==> src/rtl/fetch_pkg.sv <==
// Shared types and constants for the instruction-fetch stage.
package fetch_pkg;

    localparam int XLEN = 32;
    localparam logic [XLEN-1:0] NOP_INSTR = 32'h0000_0013;
    localparam logic [XLEN-1:0] PC_STEP   = 32'd4;

    typedef enum logic [1:0] {
        REQ  = 2'd0,
        WAIT = 2'd1,
        FULL = 2'd2
    } fetch_state_e;

    typedef struct packed {
        logic [XLEN-1:0] instr;
        logic [XLEN-1:0] pc;
    } fetch_entry_t;

endpackage

==> src/rtl/if_fetch_unit.sv <==
// Instruction fetch: owns the PC, issues one outstanding imem request and
// feeds a registered slot into IF/ID, honouring stall and branch redirect.
module if_fetch_unit
    import fetch_pkg::*;
#(
    parameter logic [XLEN-1:0] RESET_PC = 32'h0000_0000,
    parameter logic [XLEN-1:0] NOP      = NOP_INSTR
) (
    input  logic            clk_i,
    input  logic            rst_i,
    input  logic            stall_i,
    input  logic            branch_i,
    input  logic [XLEN-1:0] branch_target_i,
    output logic            imem_req_o,
    output logic [XLEN-1:0] imem_addr_o,
    input  logic            imem_ready_i,
    input  logic            imem_valid_i,
    input  logic [XLEN-1:0] imem_rdata_i,
    output logic [XLEN-1:0] instr_o,
    output logic [XLEN-1:0] pc_o,
    output logic            valid_o,
    output logic            flush_o
);

    fetch_state_e    state_q, state_d;
    logic [XLEN-1:0] pc_q, pc_d;
    logic [XLEN-1:0] issued_pc_q, issued_pc_d;
    logic            kill_q, kill_d;
    fetch_entry_t    buf_q, buf_d;
    fetch_entry_t    slot_q, slot_d;
    logic            valid_q, valid_d;

    logic            slot_free;
    logic [XLEN-1:0] target;
    fetch_entry_t    bubble;

    assign target    = branch_target_i & ~32'h3;
    assign bubble    = '{instr: NOP, pc: '0};
    assign slot_free = !valid_q || !stall_i;

    assign flush_o     = branch_i;
    // Redirect masks the request so the stale pc_q never reaches memory.
    assign imem_req_o  = (state_q == REQ) && !branch_i;
    assign imem_addr_o = pc_q;

    assign valid_o = valid_q;
    assign instr_o = slot_q.instr;
    assign pc_o    = slot_q.pc;

    always_comb begin
        state_d     = state_q;
        pc_d        = pc_q;
        issued_pc_d = issued_pc_q;
        kill_d      = kill_q;
        buf_d       = buf_q;
        valid_d     = valid_q;
        slot_d      = slot_q;

        // An advancing pipeline drains the slot unless something loads it below.
        if (!stall_i) begin
            valid_d = 1'b0;
            slot_d  = bubble;
        end

        if (branch_i) begin
            pc_d    = target;
            valid_d = 1'b0;
            slot_d  = bubble;
            buf_d   = '0;
            case (state_q)
                WAIT: begin
                    if (imem_valid_i) begin
                        state_d = REQ;
                        kill_d  = 1'b0;
                    end else begin
                        kill_d  = 1'b1;
                    end
                end
                default: state_d = REQ;
            endcase
        end else begin
            case (state_q)
                REQ: begin
                    if (imem_req_o && imem_ready_i) begin
                        issued_pc_d = pc_q;
                        pc_d        = pc_q + PC_STEP;
                        state_d     = WAIT;
                    end
                end
                WAIT: begin
                    if (imem_valid_i) begin
                        if (kill_q) begin
                            kill_d  = 1'b0;
                            state_d = REQ;
                        end else if (slot_free) begin
                            valid_d = 1'b1;
                            slot_d  = '{instr: imem_rdata_i, pc: issued_pc_q};
                            state_d = REQ;
                        end else begin
                            buf_d   = '{instr: imem_rdata_i, pc: issued_pc_q};
                            state_d = FULL;
                        end
                    end
                end
                FULL: begin
                    if (!stall_i) begin
                        valid_d = 1'b1;
                        slot_d  = buf_q;
                        state_d = REQ;
                    end
                end
                default: state_d = REQ;
            endcase
        end
    end

    always_ff @(posedge clk_i or posedge rst_i) begin
        if (rst_i) begin
            state_q     <= REQ;
            pc_q        <= RESET_PC;
            issued_pc_q <= '0;
            kill_q      <= 1'b0;
            buf_q       <= '0;
            valid_q     <= 1'b0;
            slot_q      <= '{instr: NOP, pc: '0};
        end else begin
            state_q     <= state_d;
            pc_q        <= pc_d;
            issued_pc_q <= issued_pc_d;
            kill_q      <= kill_d;
            buf_q       <= buf_d;
            valid_q     <= valid_d;
            slot_q      <= slot_d;
        end
    end

endmodule

==> config.mk <==
export PLATFORM = sky130hd
export DESIGN_NAME = if_fetch_unit
export DESIGN_NICKNAME = d
export VERILOG_FILES = /design/src/rtl/fetch_pkg.sv /design/src/rtl/if_fetch_unit.sv
export SDC_FILE = /design/constraint.sdc
export NUM_CORES = 1
export LEC_CHECK = 0
export CORE_AREA = 4 4 133 135
export DETAILED_ROUTE_END_ITERATION = 10
export DIE_AREA = 0 0 137 139
export PLACE_DENSITY = 0.86
export SLEW_MARGIN = 20
export SYNTH_ARGS = -nofsm -noshare
export SYNTH_HDL_FRONTEND = slang
export SYNTH_SLANG_ARGS = --single-unit
==> constraint.sdc <==
create_clock -name clk_i -period 9.4 [get_ports clk_i]
set_clock_uncertainty 0.1 [all_clocks]
set_input_delay 2.82 -clock clk_i [delete_from_list [all_inputs] [get_ports clk_i]]
set_output_delay 2.82 -clock clk_i [all_outputs]
set_load 0.01 [all_outputs]
Word level (Yosys, flattened, before mapping). Cells that the tools add are included.

Bits in registers: 196. Bits of input ports: 70. Word-level logic and storage cells: 70.

$add $sub $neg: 1. Equality and inequality tests: 7. Mux-type cells: 36. Bitwise logic cells: 1. Reductions and logical operators: 16.

Operator list (number): $mux W64 (11); $pmux W64 S2 (1); $mux W32 (3); $add A32 B3 Y32 const B (1); $mux W2 (8); $mux W1 (11); $reduce_bool A2 Y1 (4); $ne A2 B2 Y1 const B (3); $pmux W2 S3 (1); $reduce_and A3 Y1 (2); $reduce_and A2 Y1 (2); $reduce_and A4 Y1 (1); $logic_not A1 Y1 (3); $ne A3 B2 Y1 const B (1); $ne A3 B3 Y1 const B (1); $eq A2 B1 Y1 const B (1); $eq A2 B2 Y1 const B (1); $logic_and A1 B1 Y1 (2); $logic_not A2 Y1 (1); $pmux W1 S2 (1); $logic_or A1 B1 Y1 (1); $not A1 Y1 (1).

Depth between registers and ports, before layout. Gate-level depths: netlist of the first run.

Depth in word-level cells: 7. Gate-level depth with buffers: 9.

Worst setup path after synthesis of the first run. OpenSTA, ideal clock, no wires.

Kind: input -> output. Start: in branch_i. End: out imem_req_o. Data arrival time: 3.301 ns. Setup slack: 3.179 ns. Stages: 4. Cell sequence: clkbuf_1 > inv_2 > nand2_1 > inv_1.

Cells in the longest elaborated chain, start to end: 2.

Ends and longest elaborated chain: from (decl) (line if_fetch_unit.sv:12) `input logic branch_i,`; $logic_not A1 Y1 (line if_fetch_unit.sv:43) `assign imem_req_o = (state_q == REQ) && !branch_i;`; $logic_and A1 B1 Y1 (line if_fetch_unit.sv:43); to (decl) (line if_fetch_unit.sv:14) `output logic imem_req_o,`.

Every way passes these cells.

Worst setup path in the final report of the first run. Same ends and word-level chain as after synthesis.

==> impl_metrics.yaml, run 1 <==
hold_path:
  hp-class: "register to register"
route:
  first_iter_violations: 756
  ant_nets: 0
  route.detailed.drc: 0
  first_pass_iters: 5
  vias: 6607
  wl_um: 21600
  wl_per_cell_um: 20.4
  routed_via_density: 6.24
clocking:
  cts_buffers: 17
  root_buffer: "clkbuf_16"
  cts-resized-gates: 0
  cts_tree: "done"
  cts.htree.levels: 4
  hold_buffers: 0
  clk_pin_slew_ps: 70
  cts_sinks: 191
  post_cts_buffers: 0
  clock_latency_ps: 430
  ctsLongestPathBuffers: 2
finish:
  area_growth_pct: 28.5
  final_common_cell: "dfrtp_1"
  fin_cells: 1058
  nets: 899
  diodes: 0
  drive_gt1_share_pct: 9.90
  most-common-layout-cells: "dfrtp_1, clkdlybuf4s50_1, a22o_1, a22oi_1, o2bb2ai_1"
  design_area_um2: 10600
  utilization_pct: 64.3
floorplan:
  die_y_um: 139
  die_w_um: 137
  core_area_um2: 16500
  io_pins: 169
  start_util_pct: 50.0
  dieArea_um2: 19000
  rows: 47
place:
  place_inst: 1026
  port_buffers: 164
  gp_congestion: 0.827
  post-place-ws_ps: 2200
  dpl_cell_area_um2: 10000
  hpwl_um: 13400
worst_setup_path:
  crit_fanout: 36
  critPathKind: "primary input to primary output"
  worstPathRequired_ps: 6480
  endpoint_kind: "primary output"
  arrival_ps: 4280
  startpoint_type: "primary input"
logic_synthesis:
  synth_flop_cell: "dfrtp_1"
  synthArstFlopShare_pct: 100
  synthCells: 692
  synth-edff-count: 0
  synth_cell_types: 50
  ys_seq_area_share_pct: 58.0
  synth_warnings: 0
  ys_seq_elements: 191
  synthesis.area_um2: 8240
  syn_area_per_cell_um2: 11.9
power_and_ir_drop:
  powerDensity_nw_per_um2: 179
  vdd_drop_max_mv: 0.129
  fin_total_pwr_mw: 1.89
  p_leak_nw: 4.32
sta:
  rsz0062_at_grt: "false"
  tightest_slew_ps: 1090
  finalCritPeriodShare_pct: 76.6
  hold_viol: 0
  fin_tns_setup_ps: 0
  setup_violations: 0
  holdWs_ps: 388
  drv_slew: 0
  maxSlewHeadroom_pct: 27.4
  fin_ws_ps: 2200
  fin_crit_ps: 7200
  fmax_mhz: 139
global_routing:
  antenna_found_initial: 0
  grt_max_degree: 139
  gr-usage-all-layers_pct: 22.9
  grt_pass1_vias: 6614
  grt_use_met1_pct: 32.9
  grt_overflow_total: 0
  grt_pass1_wl_um: 35000
  grtUsageMet3_pct: 5.41
  globalRouteMet2Util_pct: 34.8
  top_usage_layer: "met2"
run_status:
  status: "complete, no violations"
flow_run:
  cap_violations: 0
-- cell usage after synthesis, types with 4 or more instances --
cell type	n	share of area (%)
dfrtp_1	188	57
a22o_1	62	6.6
a22oi_1	59	5.4
o2bb2ai_1	59	6.3
clkbuf_1	47	2.1
nand2_1	39	1.8
mux2_2	26	3.6
o21ai_0	24	1.5
nor2_1	18	0.82
or4_1	16	1.5
a31oi_1	15	1.1
inv_1	15	0.68
nand3_1	14	0.85
nand4_1	10	0.76
o31ai_1	9	0.82
a21oi_1	8	0.49
or3_1	7	0.53
xor2_1	7	0.74
a32oi_1	5	0.53
xnor2_1	5	0.53
a211o_1	4	0.43
buf_2	4	0.24
buf_4	4	0.36
ha_1	4	0.61
nor2b_1	4	0.30
nor4_1	4	0.30
-- worst max-delay path, stage by stage --
cell	delay (ps)
buf_2	120
inv_2	460
nand2_1	190
inv_1	140
clkdlybuf4s50_1	550
-- final timing paths --
path                                        start                     to  slack (ps)  cells past startpoint
min in group asynchronous                   rst_i   instr_o[8]$_DFF_PP0_        2850                      2
max in group asynchronous                   rst_i  buf_q[28]$_DFFE_PP0P_        5110                      3
hold reg to reg             instr_o[25]$_DFF_PP0_  instr_o[25]$_DFF_PP0_         390                      1
hold / removal              instr_o[25]$_DFF_PP0_  instr_o[25]$_DFF_PP0_         390                      1
setup reg to reg           state_q[1]$_DFFE_PP0P_   instr_o[8]$_DFF_PP0_        6630                      6
setup / recovery                         branch_i             imem_req_o        2200                      5
-- area by class of cell --
type                       instances  area (um2)
fill                            1280        5880
multi-input combinational        425        3180
clock buffer                      19         443
timing repair buffer             174        1710
sequential                       191        4780
clock inverter                    13         123
tap                              220         275
inverter                          16        67.6
-- flip-flops by register name (all words and copies together), names as in the netlist --
signal,count
buf_q,63
instr_o,32
pc_o,32
imem_addr_o,30
issued_pc_q,30
state_q,2
kill_q,1
valid_o,1
-- power by group --
part           switching [mW]  internal (mW)  leakage (nW)
registers              0.0654          0.882          2.52
clock network           0.335          0.358         0.270
logic                   0.130          0.122          1.53
-- layer usage --
metal  routed length (um)  vias up
met3                 1840       29
met2                 9940      338
met5                    0        -
met4                  353        0
li1                     -     2932
met1                 9420     3308
-- logic make-up after synthesis --
logic type	Yosys count	share of synthesized area, %
AOI/OAI and AO/OA	251	23.7
buffers and inverters	77	4.08
xor gates and xnor gates	12	1.28
other	1	0.0455
muxes	28	3.80
DFF	191	58.0
adders and majority gates	4	0.607
and+or+nand+nor	128	8.46
No activity file was read; power rests on OpenSTA's default activity.
==> run 2: changes to the inputs <==
==> constraint.sdc (replaced) <==
create_clock -name clk_i -period 6.7 [get_ports clk_i]
set_clock_uncertainty 0.1 [all_clocks]
set_input_delay 2.01 -clock clk_i [delete_from_list [all_inputs] [get_ports clk_i]]
set_output_delay 2.01 -clock clk_i [all_outputs]
set_load 0.01 [all_outputs]
==> run 2 against run 1 <==
  * Sequential power up 40%
  * Clock power up 32%
  * Combinational power up 41%
  * Sequential cell count unchanged
  * Setup slack worse by 550 ps
  * Wire length down 0.73%
  * Critical path depth unchanged
  * Non-clock buffer count up 2
  * Largest cell class unchanged
  * Via count down 2.0%
  * First-iteration DRC count down 17%
==> impl_metrics.yaml, run 2 (synthesized netlist as in run 1, its figures left out) <==
clocking:
  cts-resized-gates: 0
  cts.htree.levels: 4
  cts_sinks: 191
  cts_buffers: 17
  root_buffer: "clkbuf_16"
  cts_tree: "done"
  post_cts_buffers: 0
  hold_buffers: 0
  clk_pin_slew_ps: 60
  ctsLongestPathBuffers: 2
  clock_latency_ps: 420
sta:
  holdWs_ps: 387
  hold_viol: 0
  fmax_mhz: 198
  maxSlewHeadroom_pct: 25.6
  rsz0062_at_grt: "false"
  fin_crit_ps: 5050
  finalCritPeriodShare_pct: 75.4
  setup_violations: 0
  drv_slew: 0
  tightest_slew_ps: 1120
  fin_tns_setup_ps: 0
  fin_ws_ps: 1650
global_routing:
  grt_use_met1_pct: 33.1
  grt_max_degree: 190
  grtUsageMet3_pct: 4.72
  top_usage_layer: "met2"
  grt_pass1_vias: 6616
  grt_pass1_wl_um: 35100
  gr-usage-all-layers_pct: 23.0
  grt_overflow_total: 0
  globalRouteMet2Util_pct: 35.3
  antenna_found_initial: 0
route:
  wl_um: 21400
  routed_via_density: 6.12
  first_iter_violations: 628
  wl_per_cell_um: 20.2
  first_pass_iters: 5
  route.detailed.drc: 0
  vias: 6478
  ant_nets: 0
finish:
  most-common-layout-cells: "dfrtp_1, clkdlybuf4s50_1, a22o_1, a22oi_1, o2bb2ai_1"
  area_growth_pct: 28.3
  largest_register: "buf_q"
  diodes: 0
  design_area_um2: 10600
  drive_gt1_share_pct: 9.65
  largest_register_ffs: 63
  fin_cells: 1059
  utilization_pct: 64.2
  nets: 901
  final_common_cell: "dfrtp_1"
place:
  dpl_cell_area_um2: 10000
  post-place-ws_ps: 1650
  hpwl_um: 13600
  port_buffers: 164
  place_inst: 1028
  gp_congestion: 0.847
worst_setup_path:
  arrival_ps: 2940
  endpoint_kind: "primary output"
  worstPathRequired_ps: 4590
  worstSetupStartpoint: "branch_i"
  critPathKind: "primary input to primary output"
  slowest_stage: "clkdlybuf4s50_1"
  crit_fanout: 3
  r2r-start: "state_q[1]$_DFFE_PP0P_"
  crit_chain: "buf_2, inv_2, nand2_1, inv_1, clkdlybuf4s50_1"
  startpoint_type: "primary input"
  cpPeakStageDelay_ps: 550
hold_path:
  hp-class: "register to register"
  min_from: "instr_o[28]$_DFF_PP0_"
power_and_ir_drop:
  vdd_drop_max_mv: 0.192
  fin_total_pwr_mw: 2.60
  powerDensity_nw_per_um2: 246
  p_leak_nw: 4.31
floorplan:
  start_util_pct: 50.0
  io_pins: 169
  die_w_um: 137
  rows: 47
  core_area_um2: 16500
  die_y_um: 139
  dieArea_um2: 19000
run_status:
  status: "complete, no violations"
flow_run:
  cap_violations: 0
-- run 2: changes by cell type in the layout (fill, tap and decap cells not counted), sizes merged --
cell,previous run,this run
buf,11,13
clkbuf,19,23
inv,24,17
clkinvlp,3,4
clkinv,2,3
-- run 2: area by class of cell --
type                            count  area [um2]
Fill cell                        1247        5900
Sequential cell                   191        4780
Multi-Input combinational cell    425        3180
Timing Repair Buffer              176        1740
Clock buffer                       23         468
Tap cell                          220         275
Inverter                           16        63.8
Clock inverter                      8        58.8
-- run 2: routing by layer --
| layer | part of all wire [%] | up-vias | wire length (um) |
|---|---|---|---|
| met3 | 7.5 | 24 | 1610 |
| met4 | 1.4 | 0 | 290 |
| met5 | 0 | - | 0 |
| met2 | 46 | 285 | 9930 |
| li1 | - | 2931 | - |
| met1 | 45 | 3238 | 9570 |
-- run 2: report_power, final --
group	switching [mW]	internal [mW]
registers	0.0905	1.24
logic	0.181	0.172
clock network	0.422	0.495
-- run 2: worst max-delay path: cells and delay by family --
| kind | cells | cell delay (ps) |
|---|---|---|
| buffers and inverters | 4 | 860 |
| and+or+nand+nor | 1 | 70 |
-- run 2: path summary, 6_finish.rpt --
path	to	slack, ps	cells after the start
max in group asynchronous	instr_o[2]$_DFF_PP0_	3530	3
min	instr_o[28]$_DFF_PP0_	390	1
min in group asynchronous	instr_o[8]$_DFF_PP0_	1720	2
min reg2reg	instr_o[28]$_DFF_PP0_	390	1
max reg2reg	pc_o[28]$_DFF_PP0_	3850	6
max	imem_req_o	1650	5
==> run 3: changes to the inputs <==
--- a/config.mk
+++ b/config.mk
@@ -5,10 +5,10 @@
 export SDC_FILE = /design/constraint.sdc
 export NUM_CORES = 1
 export LEC_CHECK = 0
-export CORE_AREA = 4 4 133 135
+export CORE_AREA = 4 4 139 141
 export DETAILED_ROUTE_END_ITERATION = 10
-export DIE_AREA = 0 0 137 139
-export PLACE_DENSITY = 0.86
+export DIE_AREA = 0 0 143 145
+export PLACE_DENSITY = 0.83
 export SLEW_MARGIN = 20
 export SYNTH_ARGS = -nofsm -noshare
 export SYNTH_HDL_FRONTEND = slang
==> constraint.sdc (replaced) <==
create_clock -name clk_i -period 4.4 [get_ports clk_i]
set_clock_uncertainty 0.1 [all_clocks]
set_input_delay 1.32 -clock clk_i [delete_from_list [all_inputs] [get_ports clk_i]]
set_output_delay 1.32 -clock clk_i [all_outputs]
set_load 0.01 [all_outputs]
==> run 3 against run 2 <==
  * Total power rose by 56%
  * Global-route usage fell by 1.5 points
  * Die area rose by 8.9%
  * Sequential power rose by 52%
  * Design area rose by 1.3%
==> impl_metrics.yaml, run 3 (synthesized netlist as in run 1, its figures left out) <==
run_status:
  status: "complete, no violations"
sta:
  tightest_slew_ps: 1040
  maxSlewHeadroom_pct: 30.4
  rsz0062_at_grt: "false"
  finalCritPeriodShare_pct: 83.3
  setup_violations: 0
  drv_slew: 0
  hold_viol: 0
  fin_ws_ps: 734
  fin_crit_ps: 3670
  fmax_mhz: 273
  fin_tns_setup_ps: 0
finish:
  largest_register: "buf_q"
  area_growth_pct: 30.0
  drive_gt1_share_pct: 10.8
  nets: 907
  seq_area_um2: 4780
  most-common-layout-cells: "dfrtp_1, clkdlybuf4s50_1, a22o_1, a22oi_1, o2bb2ai_1"
  final_common_cell: "dfrtp_1"
  largest_register_ffs: 63
  n_fill_cell: 1452
  diodes: 0
  multiInputGateArea_um2: 3180
global_routing:
  gr-usage-all-layers_pct: 21.5
  grt_overflow_total: 0
  grt_use_met1_pct: 31.1
  grtUsageMet3_pct: 5.92
  grt_max_degree: 70
  top_usage_layer: "met2"
  grt_pass1_wl_um: 36100
  grt_pass1_vias: 6671
  globalRouteMet2Util_pct: 32.3
  antenna_found_initial: 0
worst_setup_path:
  r2r-start: "state_q[0]$_DFFE_PP0P_"
  endpoint_kind: "primary output"
  r2r_slack_ps: 1770
  worstPathRequired_ps: 2980
  startpoint_type: "primary input"
  r2r_end: "imem_addr_o[29]$_DFFE_PP0P_"
  arrival_ps: 2250
  critPathKind: "primary input to primary output"
  rr_worst_depth: 6
  crit_fanout: 3
floorplan:
  core_area_um2: 18000
  die_w_um: 143
  io_pins: 169
  rows: 49
  dieArea_um2: 20700
  die_y_um: 145
  start_util_pct: 45.9
hold_path:
  hold_path_end: "instr_o[7]$_DFF_PP0_"
  hp-class: "register to register"
  min_from: "instr_o[7]$_DFF_PP0_"
  min_path_cells: 1
clocking:
  ctsLongestPathBuffers: 2
  root_buffer: "clkbuf_16"
  cts_tree: "done"
  cts-resized-gates: 0
  cts.htree.levels: 4
  cts_sinks: 191
  clock_latency_ps: 430
  hold_buffers: 0
  clk_pin_slew_ps: 70
  post_cts_buffers: 0
  cts_buffers: 17
route:
  vias: 6510
  route.detailed.drc: 0
  ant_nets: 0
  routed_via_density: 6.06
  first_iter_violations: 624
  wl_um: 21900
  first_pass_iters: 5
  wl_per_cell_um: 20.4
power_and_ir_drop:
  powerDensity_nw_per_um2: 378
  p_leak_nw: 4.37
  vdd_drop_max_mv: 0.261
place:
  hpwl_um: 14200
  port_buffers: 164
  post-place-ws_ps: 594
  gp_congestion: 0.832
flow_run:
  cap_violations: 0
run 3: cell count changes in the layout (fill, tap and decap cells not counted):
cell,change
buf_4,+2
clkinv_2,-2
clkinvlp_4,-1
clkinv_4,+3
inv_8,+4
clkbuf_1,-4
inv_6,+1
buf_12,+4
clkbuf_8,-1
run 3: per-stage QoR:
stage | util, % | hold WS [ps] | total power, mW | instance area (um2) | instances
2_1_floorplan | - | 354 | 2.32 | 8250 | 693
3_3_place_gp | 56.5 | 370 | 2.58 | 10100 | 1043
3_5_place_dp | 56.5 | 373 | 2.60 | 10100 | 1043
4_1_cts | 59.6 | 392 | 4.08 | 10700 | 1074
5_1_grt | 59.6 | 405 | 4.23 | 10700 | 1074
6_report | 59.6 | 391 | 4.05 | 10700 | 1074
run 3: worst max-delay path, stage by stage:
cell	delay, ps
buf_2	130
inv_2	60
nand2_1	70
inv_1	120
clkdlybuf4s50_1	550
run 3: cell type report:
cell class	instances	share of cell area [%]
sequential	191	44.7
clock inverter	13	1.13
tap	229	2.68
multi-input combinational	425	29.7
timing repair buffer	182	17.1
inverter	16	0.596
clock buffer	18	4.10
run 3: worst max-delay path by stage:
stage                     depth (start not counted)     start                     to
after floorplan                                   1     rst_i  buf_q[10]$_DFFE_PP0P_
after global placement                            6   stall_i  instr_o[29]$_DFF_PP0_
after detailed placement                          6   stall_i  instr_o[28]$_DFF_PP0_
after CTS                                         5  branch_i             imem_req_o
after global routing                              5  branch_i             imem_req_o
final                                             5  branch_i             imem_req_o
run 3: per-layer routing:
| layer | vias to the layer above | routed length, um |
|---|---|---|
| li1 | 2951 | - |
| met1 | 3269 | 9750 |
| met2 | 278 | 10100 |
| met3 | 12 | 1830 |
| met4 | 0 | 187 |
| met5 | - | 0 |
run 3: power by group:
part           total [mW]  switching (mW)  internal [mW]
registers            2.02           0.138           1.88
logic               0.552           0.281          0.271
clock network        1.47           0.711          0.760
